<file path="src/rtl/redmule_clk_en_ctrl_if.sv">
// Control-side bundle of the RedMulE clock-enable controller: system enables and
// activity in, per-domain gate enables and status out.
interface redmule_clk_en_ctrl_if #(
    parameter int unsigned N_DOMAINS  = 2,
    parameter int unsigned IDLE_CNT_W = 8
);
    logic                  test_mode;
    logic [N_DOMAINS-1:0]  fetch_enable;
    logic [N_DOMAINS-1:0]  busy;
    logic [N_DOMAINS-1:0]  wake_req;
    logic [IDLE_CNT_W-1:0] idle_thr;
    logic [N_DOMAINS-1:0]  clk_en;
    logic [N_DOMAINS-1:0]  ready;
    logic [N_DOMAINS-1:0]  sleep;

    // System control / activity source
    modport master (
        output test_mode, fetch_enable, busy, wake_req, idle_thr,
        input  clk_en, ready, sleep
    );

    // Clock-enable controller
    modport slave (
        input  test_mode, fetch_enable, busy, wake_req, idle_thr,
        output clk_en, ready, sleep
    );
endinterface

</file>
<file path="src/rtl/redmule_clk_en_ctrl.sv">
// Per-domain clock-enable controller for RedMulE: OFF/WAKE/ON/SLEEP FSM per domain with
// idle-based auto-gating, wake-on-request and a settle delay before ready.
module redmule_clk_en_dom #(
    parameter int unsigned IDLE_CNT_W = 8,
    parameter int unsigned WAKE_LAT   = 2
) (
    input  logic                  clk_i,
    input  logic                  rst_ni,
    input  logic                  fetch_en_i,
    input  logic                  busy_i,
    input  logic                  wake_req_i,
    input  logic [IDLE_CNT_W-1:0] idle_thr_i,
    output logic                  clk_en_o,
    output logic                  ready_o,
    output logic                  sleep_o
);
    typedef enum logic [1:0] {ST_OFF, ST_WAKE, ST_ON, ST_SLEEP} state_e;

    localparam int unsigned SETTLE_W = (WAKE_LAT > 1) ? $clog2(WAKE_LAT) : 1;
    localparam logic [SETTLE_W-1:0] SETTLE_LAST = SETTLE_W'(WAKE_LAT - 1);

    state_e                state_q, state_d;
    logic [IDLE_CNT_W-1:0] idle_cnt_q, idle_cnt_d;
    logic [SETTLE_W-1:0]   settle_q, settle_d;
    logic                  clk_en_q, clk_en_d;
    logic                  ready_q, ready_d;
    logic                  sleep_q, sleep_d;

    logic                  active;
    logic [IDLE_CNT_W:0]   idle_inc;

    always_comb begin
        active     = busy_i | wake_req_i;
        // One extra bit so the threshold compare still works once the count saturates
        idle_inc   = {1'b0, idle_cnt_q} + {{IDLE_CNT_W{1'b0}}, 1'b1};
        state_d    = state_q;
        idle_cnt_d = idle_cnt_q;
        settle_d   = settle_q;

        if (!fetch_en_i) begin
            state_d    = ST_OFF;
            idle_cnt_d = '0;
            settle_d   = '0;
        end else begin
            unique case (state_q)
                ST_OFF: begin
                    state_d  = ST_WAKE;
                    settle_d = '0;
                end
                ST_WAKE: begin
                    if (settle_q == SETTLE_LAST) begin
                        state_d    = ST_ON;
                        idle_cnt_d = '0;
                    end else begin
                        settle_d = settle_q + SETTLE_W'(1);
                    end
                end
                ST_ON: begin
                    if (active) begin
                        idle_cnt_d = '0;
                    end else begin
                        idle_cnt_d = idle_inc[IDLE_CNT_W] ? '1 : idle_inc[IDLE_CNT_W-1:0];
                        if ((idle_thr_i != '0) && (idle_inc >= {1'b0, idle_thr_i}))
                            state_d = ST_SLEEP;
                    end
                end
                ST_SLEEP: begin
                    if (active) begin
                        state_d    = ST_WAKE;
                        idle_cnt_d = '0;
                        settle_d   = '0;
                    end
                end
                default: state_d = ST_OFF;
            endcase
        end

        // Outputs follow the next state so they are flops, not decodes of state_q
        clk_en_d = (state_d == ST_WAKE) || (state_d == ST_ON);
        ready_d  = (state_d == ST_ON);
        sleep_d  = (state_d == ST_SLEEP);
    end

    always_ff @(posedge clk_i) begin
        if (!rst_ni) begin
            state_q    <= ST_OFF;
            idle_cnt_q <= '0;
            settle_q   <= '0;
            clk_en_q   <= 1'b0;
            ready_q    <= 1'b0;
            sleep_q    <= 1'b0;
        end else begin
            state_q    <= state_d;
            idle_cnt_q <= idle_cnt_d;
            settle_q   <= settle_d;
            clk_en_q   <= clk_en_d;
            ready_q    <= ready_d;
            sleep_q    <= sleep_d;
        end
    end

    assign clk_en_o = clk_en_q;
    assign ready_o  = ready_q;
    assign sleep_o  = sleep_q;
endmodule

module redmule_clk_en_ctrl #(
    parameter int unsigned N_DOMAINS  = 2,
    parameter int unsigned IDLE_CNT_W = 8,
    parameter int unsigned WAKE_LAT   = 2
) (
    input  logic                  clk_i,
    input  logic                  rst_ni,
    redmule_clk_en_ctrl_if.slave  ctrl
);
    logic [N_DOMAINS-1:0] fsm_en;
    logic [N_DOMAINS-1:0] ready_v;
    logic [N_DOMAINS-1:0] sleep_v;

    for (genvar d = 0; d < N_DOMAINS; d++) begin : g_dom
        redmule_clk_en_dom #(
            .IDLE_CNT_W (IDLE_CNT_W),
            .WAKE_LAT   (WAKE_LAT)
        ) u_dom (
            .clk_i      (clk_i),
            .rst_ni     (rst_ni),
            .fetch_en_i (ctrl.fetch_enable[d]),
            .busy_i     (ctrl.busy[d]),
            .wake_req_i (ctrl.wake_req[d]),
            .idle_thr_i (ctrl.idle_thr),
            .clk_en_o   (fsm_en[d]),
            .ready_o    (ready_v[d]),
            .sleep_o    (sleep_v[d])
        );
    end

    // test_mode bypasses the flops so scan can run the gated clocks straight out of reset
    assign ctrl.clk_en = fsm_en | {N_DOMAINS{ctrl.test_mode}};
    assign ctrl.ready  = ready_v;
    assign ctrl.sleep  = sleep_v;

`ifndef SYNTHESIS
    a_ready_has_clk: assert property (@(posedge clk_i) disable iff (!rst_ni)
        (ready_v & ~fsm_en) == '0);
    a_sleep_not_ready: assert property (@(posedge clk_i) disable iff (!rst_ni)
        (sleep_v & ready_v) == '0);
`endif
endmodule

</file>
<file path="src/flat_wrapper.sv">
// flat-port wrapper written by rule: the top's interface ports become plain ports
module redmule_clk_en_ctrl_flat 
#(
    parameter int unsigned N_DOMAINS  = 2,
    parameter int unsigned IDLE_CNT_W = 8,
    parameter int unsigned WAKE_LAT   = 2
)
  (clk_i, rst_ni, ctrl_test_mode, ctrl_fetch_enable, ctrl_busy, ctrl_wake_req, ctrl_idle_thr, ctrl_clk_en, ctrl_ready, ctrl_sleep);
  redmule_clk_en_ctrl_if #(.N_DOMAINS(N_DOMAINS), .IDLE_CNT_W(IDLE_CNT_W)) ctrl_i ();
  input  logic clk_i;
  input  logic rst_ni;
  input wire logic [$bits(ctrl_i.test_mode)-1:0] ctrl_test_mode;
  input wire logic [$bits(ctrl_i.fetch_enable)-1:0] ctrl_fetch_enable;
  input wire logic [$bits(ctrl_i.busy)-1:0] ctrl_busy;
  input wire logic [$bits(ctrl_i.wake_req)-1:0] ctrl_wake_req;
  input wire logic [$bits(ctrl_i.idle_thr)-1:0] ctrl_idle_thr;
  output wire logic [$bits(ctrl_i.clk_en)-1:0] ctrl_clk_en;
  output wire logic [$bits(ctrl_i.ready)-1:0] ctrl_ready;
  output wire logic [$bits(ctrl_i.sleep)-1:0] ctrl_sleep;
  assign ctrl_i.test_mode = ctrl_test_mode;
  assign ctrl_i.fetch_enable = ctrl_fetch_enable;
  assign ctrl_i.busy = ctrl_busy;
  assign ctrl_i.wake_req = ctrl_wake_req;
  assign ctrl_i.idle_thr = ctrl_idle_thr;
  assign ctrl_clk_en = ctrl_i.clk_en;
  assign ctrl_ready = ctrl_i.ready;
  assign ctrl_sleep = ctrl_i.sleep;
  redmule_clk_en_ctrl #(.N_DOMAINS(N_DOMAINS), .IDLE_CNT_W(IDLE_CNT_W), .WAKE_LAT(WAKE_LAT)) u_core (.clk_i(clk_i), .rst_ni(rst_ni), .ctrl(ctrl_i));
endmodule
</file>
<file path="config.mk">
export PLATFORM = sky130hd
export DESIGN_NAME = redmule_clk_en_ctrl_flat
export DESIGN_NICKNAME = d
export VERILOG_FILES = /design/src/rtl/redmule_clk_en_ctrl_if.sv /design/src/rtl/redmule_clk_en_ctrl.sv /design/src/flat_wrapper.sv
export SDC_FILE = /design/constraint.sdc
export NUM_CORES = 1
export LEC_CHECK = 0
export BUFFER_PORTS_ARGS = -buffer_cell sky130_fd_sc_hd__buf_2
export CAP_MARGIN = 10
export CORE_ASPECT_RATIO = 1.4
export CORE_MARGIN = 2
export CORE_UTILIZATION = 55
export CTS_BUF_LIST = sky130_fd_sc_hd__clkbuf_8
export DETAILED_ROUTE_END_ITERATION = 16
export PLACE_DENSITY = 0.76
export SYNTH_ARGS = -nofsm -noshare
export SYNTH_HDL_FRONTEND = slang
export SYNTH_HIERARCHICAL = 1
export SYNTH_SLANG_ARGS = --single-unit
</file>
<file path="constraint.sdc">
create_clock -name clk_i -period 2.9 [get_ports clk_i]
set_input_delay 0.435 -clock clk_i [delete_from_list [all_inputs] [get_ports clk_i]]
set_output_delay 0.435 -clock clk_i [all_outputs]
set_load 0.05 [all_outputs]
</file>
==> summary.md, run 1 <==
| Metric | Value |
|---|---|
| Status | finished, final reports clean |
| Die area | 0.00414 mm² |
| Root Driver | clkbuf_8 |
| Fin area | 0.00225 mm² |
| WP data arrival | 2.80 ns |
| H-tree Lvls | 1 |
| Highest routed layer | met4 |
| Drt drc | 0 |
| Synth cell types | 47 |
| Fillcell total | 304 |
| Commonest cells in the netlist | 28 x dfxtp_1, 27 x a21oi_1, 22 x ha_1 |
| Overall die height | 75.3 µm |
| Setup TNS | 0 ns |
| Power consumption | 0.773 mW |
| Final Hold Fails | 0 |
| Starting DRC count in detailed routing | 37 |
| Die X | 54.9 µm |
| FF+latch count, synth | 28 |
| Peak VDD IR | 0.300 mV |
| Area taken by flip-flops and latches | 561 µm² |
| # placed instances | 312 |
| Placed wire-length estimate | 3.30 mm |
| Nets | 316 |
| Pwr dens | 343 mW/mm² |
| Final non-filler cell total | 316 |
| Initial antenna violation count | 0 |
| Avg Inst Size Synth | 7.99 µm² |
| Post-route ant nets | 0 |
| Vias/cell | 5.85 |
| Synth Net Count | 289 |
| Relative slew margins | 51.8% |
| # rows | 25 |
| Primary FF master, synth | dfxtp_1 |
| Via Count | 1,849 |
| RSZ-0062 raised after global routing | false |
| ANT cells | 0 |
| Post-CTS Setup Bufs | 0 |
| Port buffer count | 22 |
| Leakage | 1.01 nW |
| Global Route Usage Sum | 22.4% |
| Met3 routed wirelength | 102 µm |
| Required time of the critical path | 3.08 ns |
| Largest net degree at the start of global routing | 17 |
| Pins Over Slew Limit | 0 |
| Longest Clk Path Bufs | 2 |
| Maxcap violations | 0 |
| Clk sinks | 28 |
| CTS tree | built |
| First-pass GRT wire length | 6.96 mm |
| Area Overhead vs Synth | 12.8% |
| Synthesized instance count | 250 |
| Count leader, synth | dfxtp_1 |
| Core Area | 0.00344 mm² |
| Final worst path period share | 90.4% |
| Share of cells above drive strength 1 | 15.9% |
| Worst-margin pin slew | 0.721 ns |
| DRT Wirelength | 4.16 mm |
| Synth warn | 6 |
| Number of I/O pins | 23 |
| Placed instance area | 0.00217 mm² |
| GR Overflow Total | 0 |
| Setup-failing EPs final | 0 |
| Fmax | 0.381 GHz |
| Vias in the first global route | 1,739 |
| Metal-1 WL | 1.76 mm |
| Worst-Skew Late Latency | 0.27 ns |
| Pre-antenna DRT Iters | 4 |
| Initial Utilization | 58.1% |
| TritonCTS Buffers | 3 |
| Setup Crit Path Kind | reg2reg |
| Sequential element share of the synthesized area | 28.1% |
| Post-synth EDFFs | 0 |
| CTS clk-pin slew, worst paths | 0.10 ns |
| Post-layout min period | 2.62 ns |
| Synth async-reset ratio | 0% |
| Crit start category | flip-flop |
| Placer Congestion | 0.864 |
| Largest area contributor in the netlist | dfxtp_1 |
| Metal2 WL | 2.17 mm |
| Yosys top cell area share | 28.1% |
| Pre-CTS WS | 0.210 ns |
| Nature of the critical path endpoint | flip-flop |
| Final worst setup slack | 0.278 ns |
| Worst hold path type | in2reg |
| Post-Syn Area | 0.00200 mm² |
| Multi-input logic area | 0.00135 mm² |
| WL per Instance | 13.2 µm |
| Dominant cells by area after synthesis | dfxtp_1 28%, ha_1 14%, a21oi_1 6.8% |
| Setup Skew | 0.00327 ns |
| Critical-path maximum fanout | 5 |
## path summary, 6_finish.rpt
check | start | depth (start not counted) | endpoint | slack, ns
worst max-delay path | u_core/g_dom[1].u_dom/idle_cnt_q[1] | 11 | u_core/g_dom[1].u_dom/sleep_o | 0.28
worst min-delay path | ctrl_fetch_enable[0] | 3 | u_core/g_dom[0].u_dom/idle_cnt_q[6] | 0.45
worst max register to register | u_core/g_dom[1].u_dom/idle_cnt_q[1] | 11 | u_core/g_dom[1].u_dom/sleep_o | 0.28
worst min register to register | u_core/g_dom[1].u_dom/settle_q | 2 | u_core/g_dom[1].u_dom/settle_q | 0.48
## sequential cells by signal, indices dropped and copies added, names as in the netlist
name                           flops
u_core/g_dom.u_dom/settle_q        2
u_core/g_dom.u_dom/clk_en_o        2
u_core/g_dom.u_dom/state_q         4
u_core/g_dom.u_dom/ready_o         2
u_core/g_dom.u_dom/idle_cnt_q     16
u_core/g_dom.u_dom/sleep_o         2
## worst max-delay path, stage by stage, from the launching register on
cell and delay (ns):
dfxtp_1 0.38, ha_1 0.25, and4_1 0.28, nand2_1 0.08, xnor2_1 0.12, ha_1 0.31
and4_1 0.22, and2_0 0.17, a311oi_2 0.27, a21boi_1 0.12, ha_1 0.20, and2_1 0.14
## cell type report
| cell class | count | share of cell area [%] |
|---|---|---|
| multi-input combinational | 197 | 60.0 |
| tap | 40 | 2.22 |
| clock inverter | 1 | 1.33 |
| clock buffer | 3 | 1.83 |
| inverter | 21 | 3.50 |
| timing repair buffer | 26 | 6.22 |
| sequential | 28 | 24.9 |
## metrics by stage
step | utilization (%) | hold slack [ns]
after global routing | 65.5 | 0.451
after global placement | 63.1 | 0.454
after detailed placement | 63.1 | 0.467
after floorplan | - | 0.444
final | 65.5 | 0.453
after CTS | 65.2 | 0.443
## power by group
| part | internal, mW | switching [mW] | leakage (nW) |
|---|---|---|---|
| sequential | 0.389 | 0.00376 | 0.227 |
| combinational | 0.0280 | 0.0456 | 0.749 |
| clock | 0.185 | 0.122 | 0.0357 |
## what timing repair did
item                       CTS  global route
hold buffers                 0             0
setup endpoints to repair    0             2
resized for setup            0             2
## layer usage
| metal | vias to the layer above | global-route usage, % |
|---|---|---|
| met2 | 33 | 42.1 |
| li1 | 948 | - |
| met3 | 12 | 3.14 |
| met1 | 856 | 23.7 |
| met5 | - | 0 |
| met4 | 0 | 10.3 |
## cells by family (layout without fill, tap and decap cells)
kind of cell,Yosys count,in the layout,synth area share [%]
AOI/OAI and AO/OA,72,72,21.7
DFF,28,28,28.1
xor gates and xnor gates,12,12,5.26
adders and majority gates,22,22,13.8
buffers and inverters,25,51,4.76
and+or+nand+nor,91,91,26.4
## layout by cell type, fill, tap and decap left out, types with 3 or more instances in the layout
cell type	Yosys	routed
clkbuf_8	0	3
dfxtp_1	28	28
o21ai_0	16	16
nor3_1	6	5
ha_1	22	22
buf_4	0	4
xnor2_1	8	8
buf_2	1	22
a21oi_1	27	27
nand3_1	13	13
nor2b_1	8	8
inv_1	21	21
a21oi_2	3	3
o21ai_1	6	6
nor2_1	17	17
nand4_1	4	4
xor2_1	4	4
and2_1	4	4
nand2_1	13	13
nor4_1	4	4
Note: power is estimated with default switching activity, not from simulation.
==> inputs of run 2 (changes only) <==
--- a/config.mk
+++ b/config.mk
@@ -7,7 +7,6 @@
 export LEC_CHECK = 0
 export BUFFER_PORTS_ARGS = -buffer_cell sky130_fd_sc_hd__buf_2
 export CAP_MARGIN = 10
-export CORE_ASPECT_RATIO = 1.4
 export CORE_MARGIN = 2
 export CORE_UTILIZATION = 55
 export CTS_BUF_LIST = sky130_fd_sc_hd__clkbuf_8
==> constraint.sdc (replaced) <==
create_clock -name clk_i -period 3.4 [get_ports clk_i]
set_input_delay 0.51 -clock clk_i [delete_from_list [all_inputs] [get_ports clk_i]]
set_output_delay 0.51 -clock clk_i [all_outputs]
set_load 0.05 [all_outputs]
==> run 2 against run 1 <==
  * Global-route usage shrank 1.5 points
  * Setup slack gained 0.33 ns
  * Utilization shrank 0.51 points
  * Critical endpoint unchanged
==> summary.md, run 2 (same netlist as run 1, synthesis figures left out) <==
| Metric | Value |
|---|---|
| DRT Wirelength | 3.96 mm |
| Vias/cell | 5.71 |
| Fillcell total | 308 |
| Drt drc | 0 |
| Post-cts repair resize count | 0 |
| Root Driver | clkbuf_8 |
| Die area | 0.00413 mm² |
| Largest Register | u_core/g_dom.u_dom/idle_cnt_q |
| Final worst path period share | 82.2% |
| Maxcap violations | 0 |
| H-tree Lvls | 1 |
| Pre-antenna DRT Iters | 4 |
| ANT cells | 0 |
| Finished Core Util | 65.0% |
| Initial antenna violation count | 0 |
| Largest net degree at the start of global routing | 17 |
| Placer Congestion | 0.857 |
| Setup Skew | 0.00118 ns |
| CTS tree | built |
| Post-CTS Setup Bufs | 0 |
| Critical-path maximum fanout | 6 |
| Post-layout min period | 2.80 ns |
| Top flop regs | u_core/g_dom.u_dom/idle_cnt_q (16), u_core/g_dom.u_dom/state_q (4) |
| Number of I/O pins | 23 |
| Global Route Usage Sum | 20.9% |
| Crit start category | flip-flop |
| Pwr dens | 297 mW/mm² |
| Die X | 64.3 µm |
| Multi-input logic area | 0.00134 mm² |
| Share of cells above drive strength 1 | 14.0% |
| Largest register FFs | 16 |
| Setup TNS | 0 ns |
| Initial Utilization | 58.5% |
| Most frequent cells in the layout | 28 x dfxtp_1, 27 x a21oi_1, 22 x buf_2, 22 x ha_1, 21 x inv_1 |
| Worst hold path type | reg2reg |
| Setup-failing EPs final | 0 |
| Pins Over Slew Limit | 0 |
| Area Overhead vs Synth | 11.1% |
| Power consumption | 0.660 mW |
| First-pass GRT wire length | 7.00 mm |
| Area taken by flip-flops and latches | 561 µm² |
| Setup Crit Path Kind | reg2reg |
| Longest Clk Path Bufs | 2 |
| Clk sinks | 28 |
| GR Overflow Total | 0 |
| Core Area | 0.00342 mm² |
| Peak VDD IR | 0.227 mV |
| Overall die height | 64.3 µm |
| Starting DRC count in detailed routing | 85 |
| Nature of the critical path endpoint | flip-flop |
| Port buffer count | 22 |
| RSZ-0062 raised after global routing | false |
| Worst-margin pin slew | 0.731 ns |
| Nets | 312 |
| CTS clk-pin slew, worst paths | 0.09 ns |
| Final Hold Fails | 0 |
| Leakage | 0.986 nW |
| Relative slew margins | 51.1% |
| # rows | 21 |
| Required time of the critical path | 3.58 ns |
| Status | finished, final reports clean |
| WL per Instance | 12.5 µm |
| Via Count | 1,817 |
| Most common cell after layout, fill and taps aside | dfxtp_1 |
| Worst-Skew Late Latency | 0.28 ns |
| Vias in the first global route | 1,654 |
| WP data arrival | 2.98 ns |
| TritonCTS Buffers | 3 |
| Fmax | 0.358 GHz |
| Placed wire-length estimate | 3.17 mm |
| Hold bufs inserted after CTS | 0 |
| Post-route ant nets | 0 |
[run 2: final timing paths]
check                                       from                        endpoint  slack (ns)  depth (start not counted)
min reg2reg       u_core/g_dom[1].u_dom/settle_q  u_core/g_dom[1].u_dom/settle_q        0.48                          2
max          u_core/g_dom[1].u_dom/idle_cnt_q[0]   u_core/g_dom[1].u_dom/sleep_o        0.60                         11
min               u_core/g_dom[1].u_dom/settle_q  u_core/g_dom[1].u_dom/settle_q        0.48                          2
max reg2reg  u_core/g_dom[1].u_dom/idle_cnt_q[0]   u_core/g_dom[1].u_dom/sleep_o        0.60                         11
[run 2: layout make-up]
type / count / area share [%]
flip-flops and latches: 28 / 25.2
clock inverters: 1 / 1.35
multi-input cells: 197 / 60.5
inverters: 21 / 3.55
well taps: 46 / 2.59
clock buffers: 3 / 1.86
repair buffers: 22 / 4.96
[run 2: per-layer routing]
metal / wire length (µm) / part of all wire, % / track usage [%] / vias to the layer above
li1: - / - / - / 941
met1: 2020 / 51 / 28.4 / 824
met2: 1680 / 42 / 33.3 / 48
met3: 225 / 5.7 / 4.75 / 4
met4: 35 / 0.88 / 5.85 / 0
met5: 0 / 0 / 0 / -
[run 2: report_power, final]
| group | total, mW | leakage (nW) | switching [mW] | internal (mW) |
|---|---|---|---|---|
| combinational | 0.0622 | 0.724 | 0.0385 | 0.0237 |
| sequential | 0.335 | 0.227 | 0.00314 | 0.331 |
| clock | 0.264 | 0.0357 | 0.106 | 0.158 |
| total | 0.660 | 0.986 | 0.148 | 0.513 |
[run 2: through the flow]
step | hold slack (ns) | setup slack, ns | area [µm²] | instances
detailed placement | 0.470 | 0.643 | 2150 | 314
CTS | 0.489 | 0.619 | 2220 | 318
global route | 0.512 | 0.257 | 2220 | 318
finish | 0.481 | 0.604 | 2220 | 318
global placement | 0.460 | 0.718 | 2150 | 314
floorplan | 0.444 | 0.851 | 2000 | 250
[run 2: worst max-delay path, stage by stage (launching register included)]
cell      delay, ns
dfxtp_1        0.42
ha_1           0.26
and4_1         0.28
nand2_1        0.09
xnor2_1        0.14
ha_1           0.30
and4_1         0.21
and2_0         0.15
a311oi_1       0.37
a21boi_1       0.14
ha_1           0.20
and2_1         0.14
==> inputs of run 3 (changes only) <==
--- a/config.mk
+++ b/config.mk
@@ -11,7 +11,7 @@
 export CORE_UTILIZATION = 55
 export CTS_BUF_LIST = sky130_fd_sc_hd__clkbuf_8
 export DETAILED_ROUTE_END_ITERATION = 16
-export PLACE_DENSITY = 0.76
+export PLACE_DENSITY = 0.79
 export SYNTH_ARGS = -nofsm -noshare
 export SYNTH_HDL_FRONTEND = slang
 export SYNTH_HIERARCHICAL = 1
==> constraint.sdc (replaced) <==
create_clock -name clk_i -period 2.55 [get_ports clk_i]
set_input_delay 0.3825 -clock clk_i [delete_from_list [all_inputs] [get_ports clk_i]]
set_output_delay 0.3825 -clock clk_i [all_outputs]
set_load 0.05 [all_outputs]
==> run 3 against run 2 <==
  * Global-route usage grew 1.8 points
  * Sequential share of layout area shrank 1.7 points
  * Fmax up 13%
  * Clock skew grew 0.0040 ns
  * Design area is 10% higher
  * Total power increased by 22%
  * Sequential power up 33%
  * Final cell count increased by 6.3%
  * Flip-flop and latch count stayed put
==> summary.md, run 3 (same netlist as run 1, synthesis figures left out) <==
| Metric | Value |
|---|---|
| Status | finished, final reports clean |
| Most common cell after layout, fill and taps aside | a21oi_1 |
| Port buffer count | 22 |
| Longest Clk Path Bufs | 2 |
| Hold Slack | 0.410 ns |
| Post-layout min period | 2.48 ns |
| Via Count | 1,995 |
| Drt drc | 0 |
| Initial antenna violation count | 0 |
| Top flop regs | u_core/g_dom.u_dom/idle_cnt_q (16), u_core/g_dom.u_dom/state_q (4) |
| Pre-antenna DRT Iters | 4 |
| Final worst path period share | 97.3% |
| Nature of the critical path endpoint | flip-flop |
| Largest Register | u_core/g_dom.u_dom/idle_cnt_q |
| Fin area | 0.00245 mm² |
| Starting DRC count in detailed routing | 184 |
| Maxcap violations | 0 |
| Crit start category | flip-flop |
| Die X | 64.3 µm |
| H-tree Lvls | 1 |
| CTS tree | built |
| Setup Crit Path Kind | reg2reg |
| Placed instance area | 0.00225 mm² |
| TritonCTS Buffers | 3 |
| Global Route Usage Sum | 22.7% |
| Share of cells above drive strength 1 | 28.8% |
| Setup Skew | 0.00518 ns |
| Number of I/O pins | 23 |
| WP data arrival | 2.70 ns |
| Critical-path maximum fanout | 5 |
| Worst-margin pin slew | 0.786 ns |
| Required time of the critical path | 2.76 ns |
| First-pass GRT wire length | 7.62 mm |
| Pwr dens | 328 mW/mm² |
| Initial Utilization | 58.5% |
| Multi-input logic area | 0.00142 mm² |
| Core Area | 0.00342 mm² |
| Post-route ant nets | 0 |
| Vias/cell | 5.90 |
| Area taken by flip-flops and latches | 577 µm² |
| Leakage | 1.10 nW |
| # placed instances | 327 |
| Die area | 0.00413 mm² |
| Fmax | 0.403 GHz |
| ANT cells | 0 |
| Worst-Skew Late Latency | 0.28 ns |
| Area Overhead vs Synth | 22.7% |
| Pins Over Slew Limit | 0 |
| Largest register FFs | 16 |
| Final Hold Fails | 0 |
| Root Driver | clkbuf_8 |
| Peak VDD IR | 0.234 mV |
| Vias in the first global route | 1,837 |
| Overall die height | 64.3 µm |
| DRT Wirelength | 4.88 mm |
| Placer Congestion | 0.864 |
| # rows | 21 |
| GR Overflow Total | 0 |
| Final non-filler cell total | 338 |
| Setup TNS | 0 ns |
| Power consumption | 0.804 mW |
| Setup-failing EPs final | 0 |
| Most frequent cells in the layout | 25 x a21oi_1, 22 x buf_2, 21 x inv_1 |
| Relative slew margins | 47.5% |
| Fillcell total | 269 |
| WL per Instance | 14.4 µm |
| Worst hold path type | in2reg |
| Largest net degree at the start of global routing | 16 |
| CTS clk-pin slew, worst paths | 0.09 ns |
| Clk sinks | 28 |
| R2r setup slk | 0.07 ns |
| Placed wire-length estimate | 3.25 mm |
| Nets | 332 |
run 3: changes by cell type in the layout (fill, tap and decap cells not counted), sizes merged:
| cell | previous run | this run |
|---|---|---|
| bufinv | 1 | 0 |
| buf | 22 | 42 |
| clkbuf | 3 | 4 |
run 3: final timing paths:
path / start / endpoint / cells after the start
hold reg to reg: u_core/g_dom[0].u_dom/idle_cnt_q[1] / u_core/g_dom[0].u_dom/idle_cnt_q[1] / 2
setup / recovery: u_core/g_dom[1].u_dom/idle_cnt_q[0] / u_core/g_dom[1].u_dom/clk_en_o / 11
setup reg to reg: u_core/g_dom[1].u_dom/idle_cnt_q[0] / u_core/g_dom[1].u_dom/clk_en_o / 11
hold / removal: ctrl_fetch_enable[0] / u_core/g_dom[0].u_dom/idle_cnt_q[6] / 3
run 3: through the flow:
step,utilization (%),setup slack [ns]
4_1_cts,68.4,0.0268
3_3_place_gp,65.8,0.0344
3_5_place_dp,65.8,-0.101
5_1_grt,71.8,-0.0690
6_report,71.8,0.0682
2_1_floorplan,-,0.000756
run 3: worst max-delay path, stage by stage (launching register included):
cell and delay (ns):
dfxtp_2 0.36, buf_4 0.14, and3_4 0.18, nand3_2 0.13
xnor2_1 0.22, ha_1 0.28, and4_1 0.18, and2_4 0.17
a311oi_2 0.27, a21bo_1 0.17, ha_1 0.22, nor2b_1 0.11
run 3: cell type report:
class	instances	area share (%)
multi-input cells	197	58.0
well taps	46	2.35
clock buffers	4	2.25
flip-flops and latches	28	23.5
inverters	21	3.22
repair buffers	42	10.6
run 3: per-layer routing:
layer	track usage [%]	vias up	part of all wire, %
met5	0	-	0
met4	10.4	0	2.3
met3	2.64	13	5.4
met2	36.6	72	47
met1	30.4	927	45
li1	-	983	-
run 3: repair_timing:
item                                    in CTS  in global routing
setup buffers                                3                  4
pin swaps                                    4                 12
gates cloned                                 0                  0
hold buffers                                 0                  0
endpoints found under the setup margin       3                  6
resized for setup                            4                 27
run 3: where the power goes:
part | switching, mW | internal (mW)
sequential | 0.00429 | 0.440
combinational | 0.0552 | 0.0335
clock | 0.134 | 0.138
